`config.mk`:
```
export PLATFORM = sky130hd
export DESIGN_NAME = seg_scan_ctrl
export DESIGN_NICKNAME = d
export VERILOG_FILES = /design/src/rtl/seg_scan_ctrl.sv
export SDC_FILE = /design/constraint.sdc
export NUM_CORES = 1
export LEC_CHECK = 0
export BUFFER_PORTS_ARGS = -buffer_cell sky130_fd_sc_hd__buf_4
export CAP_MARGIN = 30
export CELL_PAD_IN_SITES_DETAIL_PLACEMENT = 1
export CELL_PAD_IN_SITES_GLOBAL_PLACEMENT = 1
export CORE_UTILIZATION = 43
export CTS_CLUSTER_SIZE = 10
export DETAILED_ROUTE_END_ITERATION = 8
export HOLD_SLACK_MARGIN = 0.03
export PLACE_DENSITY_LB_ADDON = 0.12
export REMOVE_ABC_BUFFERS = 1
export SLEW_MARGIN = 20
export SYNTH_ARGS = -nofsm -noshare
export SYNTH_HDL_FRONTEND = slang
export SYNTH_SLANG_ARGS = --single-unit
export TNS_END_PERCENT = 1
```
`constraint.sdc`:
```
create_clock -name clk -period 2.8 [get_ports clk]
set_clock_uncertainty 0.1 [all_clocks]
set_input_delay 0.28 -clock clk [delete_from_list [all_inputs] [get_ports clk]]
set_output_delay 0.28 -clock clk [all_outputs]
set_load 0.02 [all_outputs]
```
`src/rtl/seg_scan_ctrl.sv`:
```
// Time-multiplexed scan controller for an NDIG-digit common-anode 7-segment display.
// Drives one shared bcd7seg decoder plus active-low anode selects, with inter-digit blanking gaps.
module seg_scan_ctrl #(
  parameter int NDIG = 8,
  parameter int DIV  = 1000,
  parameter int GAP  = 2,
  parameter int IW   = $clog2(NDIG)
) (
  input  logic            clk,
  input  logic            rst,
  input  logic            en,
  input  logic            wr_en,
  input  logic [IW-1:0]   wr_idx,
  input  logic [3:0]      wr_val,
  input  logic [NDIG-1:0] blank_mask,
  input  logic            lz_en,
  output logic [3:0]      dec_b,
  output logic            dec_clear,
  output logic [NDIG-1:0] digit_sel,
  output logic            frame_done
);

  localparam int MAXC = (DIV > GAP) ? DIV : GAP;
  localparam int CW   = (MAXC > 1) ? $clog2(MAXC) : 1;

  localparam logic [CW-1:0] DIV_LAST = CW'(DIV - 1);
  localparam logic [CW-1:0] GAP_LAST = CW'((GAP > 0) ? GAP - 1 : 0);
  localparam logic [IW-1:0] IDX_LAST = IW'(NDIG - 1);

  typedef enum logic [1:0] {
    ST_OFF,
    ST_SHOW,
    ST_GAP
  } state_e;

  state_e          state_q, state_d;
  logic [IW-1:0]   idx_q, idx_d;
  logic [IW-1:0]   idx_next;
  logic            idx_wrap;
  logic [CW-1:0]   cnt_q, cnt_d;
  logic            frame_q, frame_d;
  logic [3:0]      digit_q [NDIG];
  logic [3:0]      digit_d [NDIG];

  logic [NDIG-1:0] zero_from;
  logic [3:0]      cur_val;
  logic            cur_blk;

  // Index decode by comparison, so out-of-range write indices fall through untouched.
  always_comb begin
    // NOTE: every always_comb output gets a default first, so no path can infer a latch.
    for (int i = 0; i < NDIG; i++) begin
      digit_d[i] = digit_q[i];
      if (wr_en && (wr_idx == IW'(i))) begin
        digit_d[i] = wr_val;
      end
    end
  end

  // zero_from[i] is set when digit i and every more-significant digit is zero.
  always_comb begin
    logic zero_run;
    zero_run  = 1'b1;
    zero_from = '0;
    for (int i = NDIG - 1; i >= 0; i--) begin
      zero_run     = zero_run & (digit_q[i] == 4'h0);
      zero_from[i] = zero_run;
    end
  end

  always_comb begin
    cur_val = 4'h0;
    cur_blk = 1'b0;
    for (int i = 0; i < NDIG; i++) begin
      if (idx_q == IW'(i)) begin
        cur_val = digit_q[i];
        cur_blk = blank_mask[i] | (lz_en && (i != 0) && zero_from[i]);
      end
    end
  end

  assign idx_wrap = (idx_q == IDX_LAST);
  assign idx_next = idx_wrap ? '0 : idx_q + IW'(1);

  always_comb begin
    state_d = state_q;
    idx_d   = idx_q;
    cnt_d   = cnt_q;
    frame_d = 1'b0;

    if (!en) begin
      state_d = ST_OFF;
      idx_d   = '0;
      cnt_d   = '0;
    end else begin
      case (state_q)
        ST_SHOW: begin
          if (cnt_q == DIV_LAST) begin
            cnt_d = '0;
            if (GAP == 0) begin
              idx_d   = idx_next;
              frame_d = idx_wrap;
            end else begin
              state_d = ST_GAP;
            end
          end else begin
            cnt_d = cnt_q + CW'(1);
          end
        end
        ST_GAP: begin
          if (cnt_q == GAP_LAST) begin
            cnt_d   = '0;
            idx_d   = idx_next;
            frame_d = idx_wrap;
            state_d = ST_SHOW;
          end else begin
            cnt_d = cnt_q + CW'(1);
          end
        end
        default: begin
          state_d = ST_SHOW;
          idx_d   = '0;
          cnt_d   = '0;
        end
      endcase
    end
  end

  always_comb begin
    dec_b     = 4'h0;
    dec_clear = 1'b1;
    digit_sel = '1;
    case (state_q)
      ST_SHOW: begin
        dec_b     = cur_val;
        dec_clear = cur_blk;
        digit_sel = ~(NDIG'(1) << idx_q);
      end
      ST_GAP: begin
        dec_b = cur_val;
      end
      default: ;
    endcase
  end

  assign frame_done = frame_q;

  always_ff @(posedge clk) begin
    // NOTE: sequential state uses non-blocking assignments so every flop samples pre-edge values.
    if (rst) begin
      state_q <= ST_OFF;
      idx_q   <= '0;
      cnt_q   <= '0;
      frame_q <= 1'b0;
      // NOTE: the digit file is a handful of flops that must read as zero after reset, so it is reset too.
      for (int i = 0; i < NDIG; i++) begin
        digit_q[i] <= 4'h0;
      end
    end else begin
      state_q <= state_d;
      idx_q   <= idx_d;
      cnt_q   <= cnt_d;
      frame_q <= frame_d;
      for (int i = 0; i < NDIG; i++) begin
        digit_q[i] <= digit_d[i];
      end
    end
  end

endmodule
```
## Word level (Yosys, flattened, before mapping)

Memories as Yosys holds them, arrays and structs flattened.
Index checks and enable logic that the tools add are counted.

- Output and inout port bits: 14
- Bits in writable memories: 32
- Memories: 1
- Register bits after elaboration: 16
- Logic and storage cells: 130

Memories:

| name | depth | bits a word | read ports | clocked after memory_dff | wr ports | RTL line | RTL |
|---|---|---|---|---|---|---|---|
| digit_q | 8 | 4 | 8 | 0 | 8 | 42 | `logic [3:0] digit_q [NDIG];` |

- Add/sub/neg operators: 2
- Mux-type cells: 47
- Bitwise logic cells: 26
- Shift operators: 1
- Eq/ne operators: 20
- Reduce and logical (&&, ||, !) cells: 29

Operator list:

| cell | count |
|---|---|
| two-way mux 4 bit | 25 |
| logical NOT 4 bit | 7 |
| equality test 3 bit, second input constant | 8 |
| two-way mux 10 bit | 2 |
| case mux 10 bit (2 select lines) | 1 |
| logical AND 1 bit | 15 |
| OR 1 bit | 15 |
| equality test 3 x 2 -> 1 bit, second input constant | 4 |
| two-way mux 1 bit | 12 |
| adder 10 x 1 -> 10 bit, second input constant | 1 |
| equality test 10 x 1 -> 1 bit, second input constant | 1 |
| equality test 10 bit, second input constant | 1 |
| two-way mux 8 bit | 1 |
| inverter 8 bit | 1 |
| left shift 1 x 3 -> 8 bit, first input constant | 1 |
| bitwise AND 1 bit | 6 |
| equality test 3 x 1 -> 1 bit, second input constant | 2 |
| logical NOT 3 bit | 2 |
| two-way mux 3 bit | 2 |
| case mux 3 bit (2 select lines) | 1 |
| two-way mux 2 bit | 2 |
| inequality test 2 bit, second input constant | 2 |
| inverter 1 bit | 4 |
| case mux 2 bit (2 select lines) | 1 |
| 6 further kinds | 8 |

## Longest topological paths before layout

Gate-level depths: netlist (run 1).

- Depth in word-level cells: 17
- Gate-level depth with buffers: 9
- Depth with buffers taken out: 7

## Least setup slack after synthesis (run 1)

No wires, ideal clock.

- Path type: flip-flop to output port
- Start: register idx_q[2]
- End: output port dec_clear
- Cell stages (with the launch flop): 10
- Arrival: 2215 ps
- Slack: 205 ps
- Data required time: 2420 ps
- Cell sequence: dfxtp_1 clkbuf_1 inv_1 ha_1 clkbuf_1 nor2_1 nand2_1 o211a_1 a2111oi_1 a211o_1

- Word-level cells in the longest chain between the ends: 10
- Elaborated cells between the ends (all ways): 17
- Classes of those cells: eq/ne (7); mux (9); reduce/logical (1)

RTL lines:

| element | RTL line | RTL |
|---|---|---|
| from (decl) | 37 | `logic [IW-1:0] idx_q, idx_d;` |
| from (signal assigned) | 161 | `idx_q <= idx_d;` |
| logical NOT 3 bit | 75 | `if (idx_q == IW'(i)) begin` |
| two-way mux 1 bit (7 in a row) | 75 |  |
| two-way mux 1 bit * | 75 |  |
| two-way mux 1 bit * | 133 | `case (state_q)` |
| to (decl) | 18 | `output logic dec_clear,` |

Every way passes the cells marked *; elsewhere a longest branch is shown, timed or not.

==> results of run 1 <==
flip-flops by register name, indices dropped and copies added (netlist names):
name        flops
digit_q        32
frame_done      1
cnt_q          10
state_q         2
idx_q           3
Yosys cell counts, drive strengths merged (5+ instances only):
master | instances | area [sq um]
o21ai | 7 | 35.0
a21oi | 11 | 55.1
nand2b | 9 | 56.3
xnor2 | 6 | 52.6
nand2 | 23 | 86.3
dfxtp | 48 | 961
clkbuf | 19 | 71.3
nand3 | 15 | 75.1
nor2 | 59 | 221
ha | 10 | 125
mux2i | 34 | 340
nor3 | 5 | 25.0
inv | 6 | 22.5
nor4 | 11 | 83.8
cells in the final DEF (no fill, tap or decap), types with 3 or more instances in the layout:
cell type and n:
sky130_fd_sc_hd__clkbuf_8 6, sky130_fd_sc_hd__nand3_1 15, sky130_fd_sc_hd__and3b_1 4, sky130_fd_sc_hd__o21ai_0 7, sky130_fd_sc_hd__nor2_1 58, sky130_fd_sc_hd__nand4b_1 4
sky130_fd_sc_hd__nor3b_1 3, sky130_fd_sc_hd__mux2i_1 34, sky130_fd_sc_hd__ha_1 7, sky130_fd_sc_hd__inv_1 6, sky130_fd_sc_hd__and3_1 4, sky130_fd_sc_hd__o31ai_1 4
sky130_fd_sc_hd__nand2_1 23, sky130_fd_sc_hd__nand2b_1 9, sky130_fd_sc_hd__buf_4 40, sky130_fd_sc_hd__xnor2_1 6, sky130_fd_sc_hd__dfxtp_1 48, sky130_fd_sc_hd__a21oi_1 11
sky130_fd_sc_hd__ha_2 3, sky130_fd_sc_hd__nor3_1 5, sky130_fd_sc_hd__nor4_1 10, sky130_fd_sc_hd__nand4_1 4
power by group through the flow:
stage                     Combinational, mW  Sequential, mW  Clock [mW]
after floorplan                      0.0594           0.715           0
after detailed placement              0.120           0.718           0
after CTS                             0.120           0.702       0.446
after global placement                0.118           0.718           0
after global routing                  0.134           0.704       0.471
final                                 0.122           0.702       0.430
how the worst max path moves through the flow:
stage                                 from   endpoint  slack, ps
2_1_floorplan        idx_q[2]$_SDFFE_PP0P_  dec_clear        400
6_report       digit_q[1][12]$_SDFFE_PP0P_  dec_clear        120
3_5_place_dp         idx_q[0]$_SDFFE_PP0P_  dec_clear        370
3_3_place_gp         idx_q[0]$_SDFFE_PP0P_  dec_clear        430
5_1_grt              idx_q[0]$_SDFFE_PP0P_  dec_clear          6
4_1_cts              idx_q[0]$_SDFFE_PP0P_  dec_clear         20
worst max-delay path, delay by kind of cell (launching register included):
| family | cells | cell delay (ps) |
|---|---|---|
| and+or+nand+nor | 3 | 980 |
| AOI/OAI and AO/OA | 2 | 560 |
| DFF | 1 | 320 |
| buffers and inverters | 1 | 130 |
cells by family (layout without fill, tap and decap cells):
group / count (synthesis) / count (layout) / synth area share (%)
adder cells (fa/ha/maj): 10 / 10 / 4.90
AND/OR/NAND/NOR: 149 / 149 / 29.7
XOR/XNOR: 8 / 8 / 2.75
AO/OA/AOI/OAI: 31 / 31 / 7.80
multiplexers: 34 / 34 / 13.3
flip-flops: 48 / 48 / 37.7
buffers and inverters: 26 / 54 / 3.87
per-stage QoR:
stage | area, sq um | power [mW] | hold slack, ps | setup slack [ps]
2_1_floorplan | 2470 | 0.774 | 252 | 402
3_3_place_gp | 2870 | 0.835 | 345 | 426
3_5_place_dp | 2870 | 0.838 | 354 | 368
4_1_cts | 2960 | 1.27 | 205 | 22.5
5_1_grt | 2990 | 1.31 | 218 | 5.53
6_report | 2990 | 1.25 | 208 | 115
cell type report:
| cell class | instances | share of cell area [%] |
|---|---|---|
| Clock inverter | 2 | 0.335 |
| Clock buffer | 6 | 2.77 |
| Sequential cell | 48 | 32.2 |
| Tap cell | 72 | 3.02 |
| Timing Repair Buffer | 40 | 10.1 |
| Inverter | 6 | 0.754 |
| Multi-Input combinational cell | 232 | 50.9 |
layer usage:
metal / GRT usage, % / vias up / part of all wire, %
li1: - / 1117 / -
met1: 28.9 / 1083 / 45
met2: 44.1 / 31 / 51
met3: 4.60 / 10 / 2.1
met4: 8.91 / 0 / 1.6
met5: 0 / - / 0
==> results.txt, run 1 <==
The combined area of the multi-input logic cells is 1520 sq um. The number of cells on the worst reg-to-reg path is 5. The signal arrival time at the worst endpoint came out at about 2300 ps.

The maximum count of clock buffers along a single path is 2. The total global routing track utilization is 24.6%. The standard-cell row count is 27. The cell count after placement came out at 398. IR analysis of the VDD net gives a maximum drop of approximately 0.27 mV. Gates resized during post-CTS repair numbered 0. The synthesized area per cell came out at 8.34 sq um. Once detailed placement completed, the half-perimeter wirelength came to 5.42 mm. In the final design database the tool counted 363 nets.

The final-report max-slew violation count was 0. The worst hold path terminates at digit_q[1][14]$_SDFFE_PP0P_. The achievable frequency came out at 372 MHz. The number of sinks handled by clock tree synthesis is 48.

The core area came out at 5610 sq um. Setup repair after global routing left no endpoint under its margin. At the pin with the least slew margin, the transition time is 819 ps. The flow ran to the end, and the final reports show no timing, DRC or antenna violations.

The die span in y came out at ~79 um. Clock-pin slew was measured on the worst setup and hold paths at roughly 80 ps. Measured against its own limit, the worst slew margin works out to between 40 and 50%. Data on the critical path is required at its endpoint by 2420 ps. The number of setup buffers added after CTS came out at 0. The area taken by flip-flops and latches is 961 sq um.

The net switching power figure came out at just over 300 uW. The startpoint of the tightest hold check path is wr_val[2]. The endpoint identified for the worst register-to-register timing path is cnt_q[9]$_SDFF_PP0_. The number of synthesis warnings is 0.

Wires add up to 7.08 mm. The initial antenna violation count came out at 0. The effective utilization at floorplan came out at 45.5%. The minimum clock period after layout is 2680 ps.

The number of design-rule violations left by the first detailed-router iteration is 73. The CTS buffer count is 5. The slowest stage of the critical path belongs to the cell sky130_fd_sc_hd__or4b_1. The part of the power in registers is 56.0%. The total inserted antenna cells came out at 0.

Once detail routing completed, the nets flagged for antenna violations numbered 0. The post-route setup TNS came out at 0 ps. The worst hold path belongs to the class primary input to flop. STA classifies the critical path startpoint as a flop.

After synthesis the netlist holds a flip-flop and latch count of 48. The number of setup violations in the final report is 0. By startpoint and endpoint, the worst setup path is classified as flop to output pin.

Measured on the finished design, the core utilization comes to 53.2%. The count of non-filler cells in the finished layout is 406. The number of endpoints with negative hold slack in the final report came out at 0. The category of the worst setup path capture point is an output pin. The DRC violations left came out at 0. For this run, the leading register cell type out of synthesis is sky130_fd_sc_hd__dfxtp_1. The number of synthesized flops with an enable pin is 0. TritonCTS built the clock tree. The cell count after synthesis came out at ~310. The via count of the first global-routing pass is approximately 2300. Net switching is approximately a quarter of the power. The part of the total power dissipated in the clock network is 34.3%. Walking the worst path, the cells encountered are or4b_1, and4bb_2, nand3_1, a2111oi_2, a211o_1, buf_4. The total power divided by cell area is 420 nW/um^2. The top fanout value on the critical path came out at 3. The share of the Yosys chip area taken by registers is 37.7%. Input and output buffers added on the ports amount to 33.

After detailed routing, the average wire length per cell comes to 17.4 um. The setup slack of the worst register-to-register path came out at 840 ps. The startpoint of the lowest-slack register-to-register path is cnt_q[5]$_SDFF_PP0_. The floorplan step set the die width to 79.0 um. The hold-critical path depth came out at 3. The total iterations of the first detailed-routing run came out at 6. The via density per instance came out at 5.52.

CTS built an H-tree with a depth of 2. The weighted congestion reported at the end of routability-driven placement came out at 0.831. Combinational cells account for under 10% of the total power.

Max-cap violations in this run came to 0. The fraction of registers with async set/reset came out at 0%. The ratio of final minimum period to clock period came out at 95.9%.

The final route contains about 2200 vias. The distinct cell type count after synthesis is 37. The clock latency reported for the late side of the worst-skew pair came out at 300 ps. Entering global routing, the biggest net connects 34 pins. The die outline area is 6240 sq um. The root cell of the clock tree is sky130_fd_sc_hd__clkbuf_8.

The wire length of the first global-routing pass is 11.6 mm. The reported leakage power came out at roughly 1.2 nW. The relative area change from synthesis to final layout came out at 17.0%. After clock tree synthesis, the flow added hold-fix buffers numbering 0.

The cell-internal power is 947 uW. The remaining global-route overflow is 0. The fraction of layout cells with a size suffix above 1 is between 15 and 20%. The post-synthesis cell area is about 2600 sq um. The delay contributed by the slowest stage of the critical path is 540 ps.

For this design the top-level I/O count stands at 34. The number of fill cells in the layout came out at 679.
Note: power is estimated with default switching activity, not from simulation.
==> inputs of run 2 (changes only) <==
==> constraint.sdc (replaced) <==
create_clock -name clk -period 2.8 [get_ports clk]
set_clock_uncertainty 0.1 [all_clocks]
set_input_delay 0.14 -clock clk [delete_from_list [all_inputs] [get_ports clk]]
set_output_delay 0.14 -clock clk [all_outputs]
set_load 0.02 [all_outputs]
==> run 2 against run 1 <==
Hold slack worse by 140 ps. Sequential share of layout area is 0.12 points higher. First-iteration DRC count is 30% higher. Register-to-register slack worse by 40 ps. Critical endpoint unchanged. Power is 8.7% higher. Design area is 0.25% lower.
==> results.txt, run 2 (same netlist as run 1, synthesis figures left out) <==
The worst pin sits at a relative slew slack of 41.8%. The total inserted antenna cells came out at 0. The die is 79.0 um tall.

The worst setup path is captured at an output pin. The first global-routing pass estimated 11.7 mm of wire. In the final timing run, aggregate negative setup slack is 0 ps. The number of cells on the worst reg-to-reg path is 5. The capture point of the critical path is dec_clear. The path class of the tightest hold or removal check is primary input to flop.

The area taken by flip-flops and latches is 962 sq um. After floorplanning, the core was sized to cover 5610 sq um. The clock-pin slew on the worst setup and hold paths is 90 ps. The required time of the critical path came out at 2560 ps. Detailed placement ended at an HPWL of 5.44 mm. Across the run, the number of max-cap violations was 0. The final design utilization came out at 53.1%.

The effective utilization at floorplan came out at 45.5%. The clock latency reported for the late side of the worst-skew pair came out at about 320 ps. The maximum count of clock buffers along a single path is 2. Clock tree synthesis selected as its root buffer the cell sky130_fd_sc_hd__clkbuf_8. The maximum vdd ir drop is 0.252 mV. The worst setup path is launched from a flop.

The signal arrival time at the worst endpoint is roughly 2400 ps. More flip-flops sit in one register than any other, and that register is digit_q. The commonest non-fill, non-tap cell in the layout is sky130_fd_sc_hd__nor2_1. The count of buffers added on input and output ports is 33. The relative area change from synthesis to final layout came out at 16.7%.

The number of endpoints with negative hold slack in the final report came out at 0. The post-detailed-route wirelength per cell came out at 17.4 um. The actual transition at the worst max-transition pin is 872 ps. The number of sinks handled by clock tree synthesis is 48. The via count came out at 2227. The initial antenna violation count came to 0. The worst setup path is of the flop to output pin kind.

The setup slack of the worst register-to-register path came out at 800 ps. Counting I/O delays and the setup requirement, the final critical path takes about 2600 ps. The combined area of the multi-input logic cells came out at around 1500 sq um. The largest registers in the layout are digit_q (32), cnt_q (10), idx_q (3). The standard-cell row count is 27. The achievable frequency came out at 387 MHz.

The weighted congestion reported at the end of routability-driven placement came out at ~0.83. The detailed-route wire length came out at ~7.0 mm. The horizontal die dimension is 79.0 um. In this run, CTS created clock tree buffers numbering 5. The via density per instance came out at approximately 5.5.

Of the cells placed in the final design, the portion with a size suffix greater than 1 is 15.1%. The via count of the first global-routing pass is 2399. Tracing the worst setup path back leads to its startpoint at idx_q[0]$_SDFFE_PP0P_. Setup repair after global routing left no endpoint under its margin. The register with the most flip-flops in the layout has 32 of them.

The number of setup violations in the final report came out at 0. Power spread over the standard cell area amounts to 458 nW/um^2. The destination of the worst register-to-register timing path is cnt_q[6]$_SDFF_PP0_. In this run the remaining antenna-violating nets after routing total 0. After detailed routing, the number of remaining DRC violations is 0. The remaining global-route overflow is 0. The total iterations of the first detailed-routing run came out at 4. The top fanout value on the critical path came out at 5.

The number of fill cells in the layout came out at 687. The run finished with clean final reports. The total power consumption of the routed design came out at 1.36 mW.

The total global routing track utilization is about a quarter. The reported leakage power is between 1 and 1.5 nW. The maximum number of pins on one net before global-route repair is 34. The top cell types in the final layout, fill and taps aside, are sky130_fd_sc_hd__nor2_1 (59), sky130_fd_sc_hd__dfxtp_1 (47), sky130_fd_sc_hd__buf_4 (38), sky130_fd_sc_hd__mux2i_1 (34), sky130_fd_sc_hd__nand2_1 (23). Dividing the final minimum period by the clock period gives between 90% and 100%. After the first detailed-routing iteration, the DRC count stood at 95. The depth of the CTS H-tree came out at 2.

The final-report max-slew violation count came to 0. The startpoint of the lowest-slack register-to-register path is cnt_q[5]$_SDFF_PP0_. The die outline area is 6240 sq um. The I/O pin total came out at 34. TritonCTS built the clock tree. The final net count is 361.
-- run 2: per-stage QoR --
step           hold slack [ps]  instances  instance area, sq um  setup slack, ps
2_1_floorplan              112        286                  2470              542
3_3_place_gp               347        396                  2850              502
3_5_place_dp               357        396                  2850              418
4_1_cts                   63.8        404                  2970             72.6
5_1_grt                   74.9        404                  2980             14.1
6_report                  67.0        404                  2980              214
-- run 2: critical path, stage by stage, from the launching register on --
cell	delay (ps)
sky130_fd_sc_hd__dfxtp_1	370
sky130_fd_sc_hd__ha_1	250
sky130_fd_sc_hd__ha_1	210
sky130_fd_sc_hd__nor2_1	210
sky130_fd_sc_hd__nand2_1	90
sky130_fd_sc_hd__o211a_1	220
sky130_fd_sc_hd__a2111oi_1	360
sky130_fd_sc_hd__a211o_1	180
sky130_fd_sc_hd__buf_4	130
-- run 2: metal layers --
metal	global-route usage (%)	vias up	share of wire, %
li1	-	1108	-
met1	29.1	1067	45
met2	44.2	39	49
met3	5.98	13	3.5
met4	7.64	0	2.0
met5	0	-	0
-- run 2: report_power, final --
part           internal, mW  leakage [nW]  switching [mW]
logic                0.0546         0.794          0.0639
clock network         0.292        0.0614           0.250
registers             0.693         0.389         0.00940
total                  1.04          1.24           0.324
-- run 2: final cells by class --
class	instances	share of cell area, %
multi-input combinational	232	50.3
sequential	48	32.3
clock buffer	6	2.77
tap	72	3.03
clock inverter	2	1.30
inverter	6	0.756
timing repair buffer	38	9.58
-- run 2: worst min-delay path by stage --
stage / start / to / slack [ps] / depth (start not counted)
after floorplan: rst / digit_q[0][0]$_SDFFE_PP0P_ / 110 / 1
after global placement: cnt_q[0]$_SDFF_PP0_ / cnt_q[0]$_SDFF_PP0_ / 350 / 1
after detailed placement: cnt_q[0]$_SDFF_PP0_ / cnt_q[0]$_SDFF_PP0_ / 360 / 1
after CTS: wr_val[0] / digit_q[0][8]$_SDFFE_PP0P_ / 60 / 3
after global routing: wr_val[0] / digit_q[1][0]$_SDFFE_PP0P_ / 70 / 3
final: wr_val[0] / digit_q[0][8]$_SDFFE_PP0P_ / 70 / 3
-- run 2: what timing repair did --
item                                    in CTS  in global routing
hold buffers                                 0                  0
gates resized for setup                      0                  3
endpoints found under the setup margin       0                  1
setup buffers                                0                  0
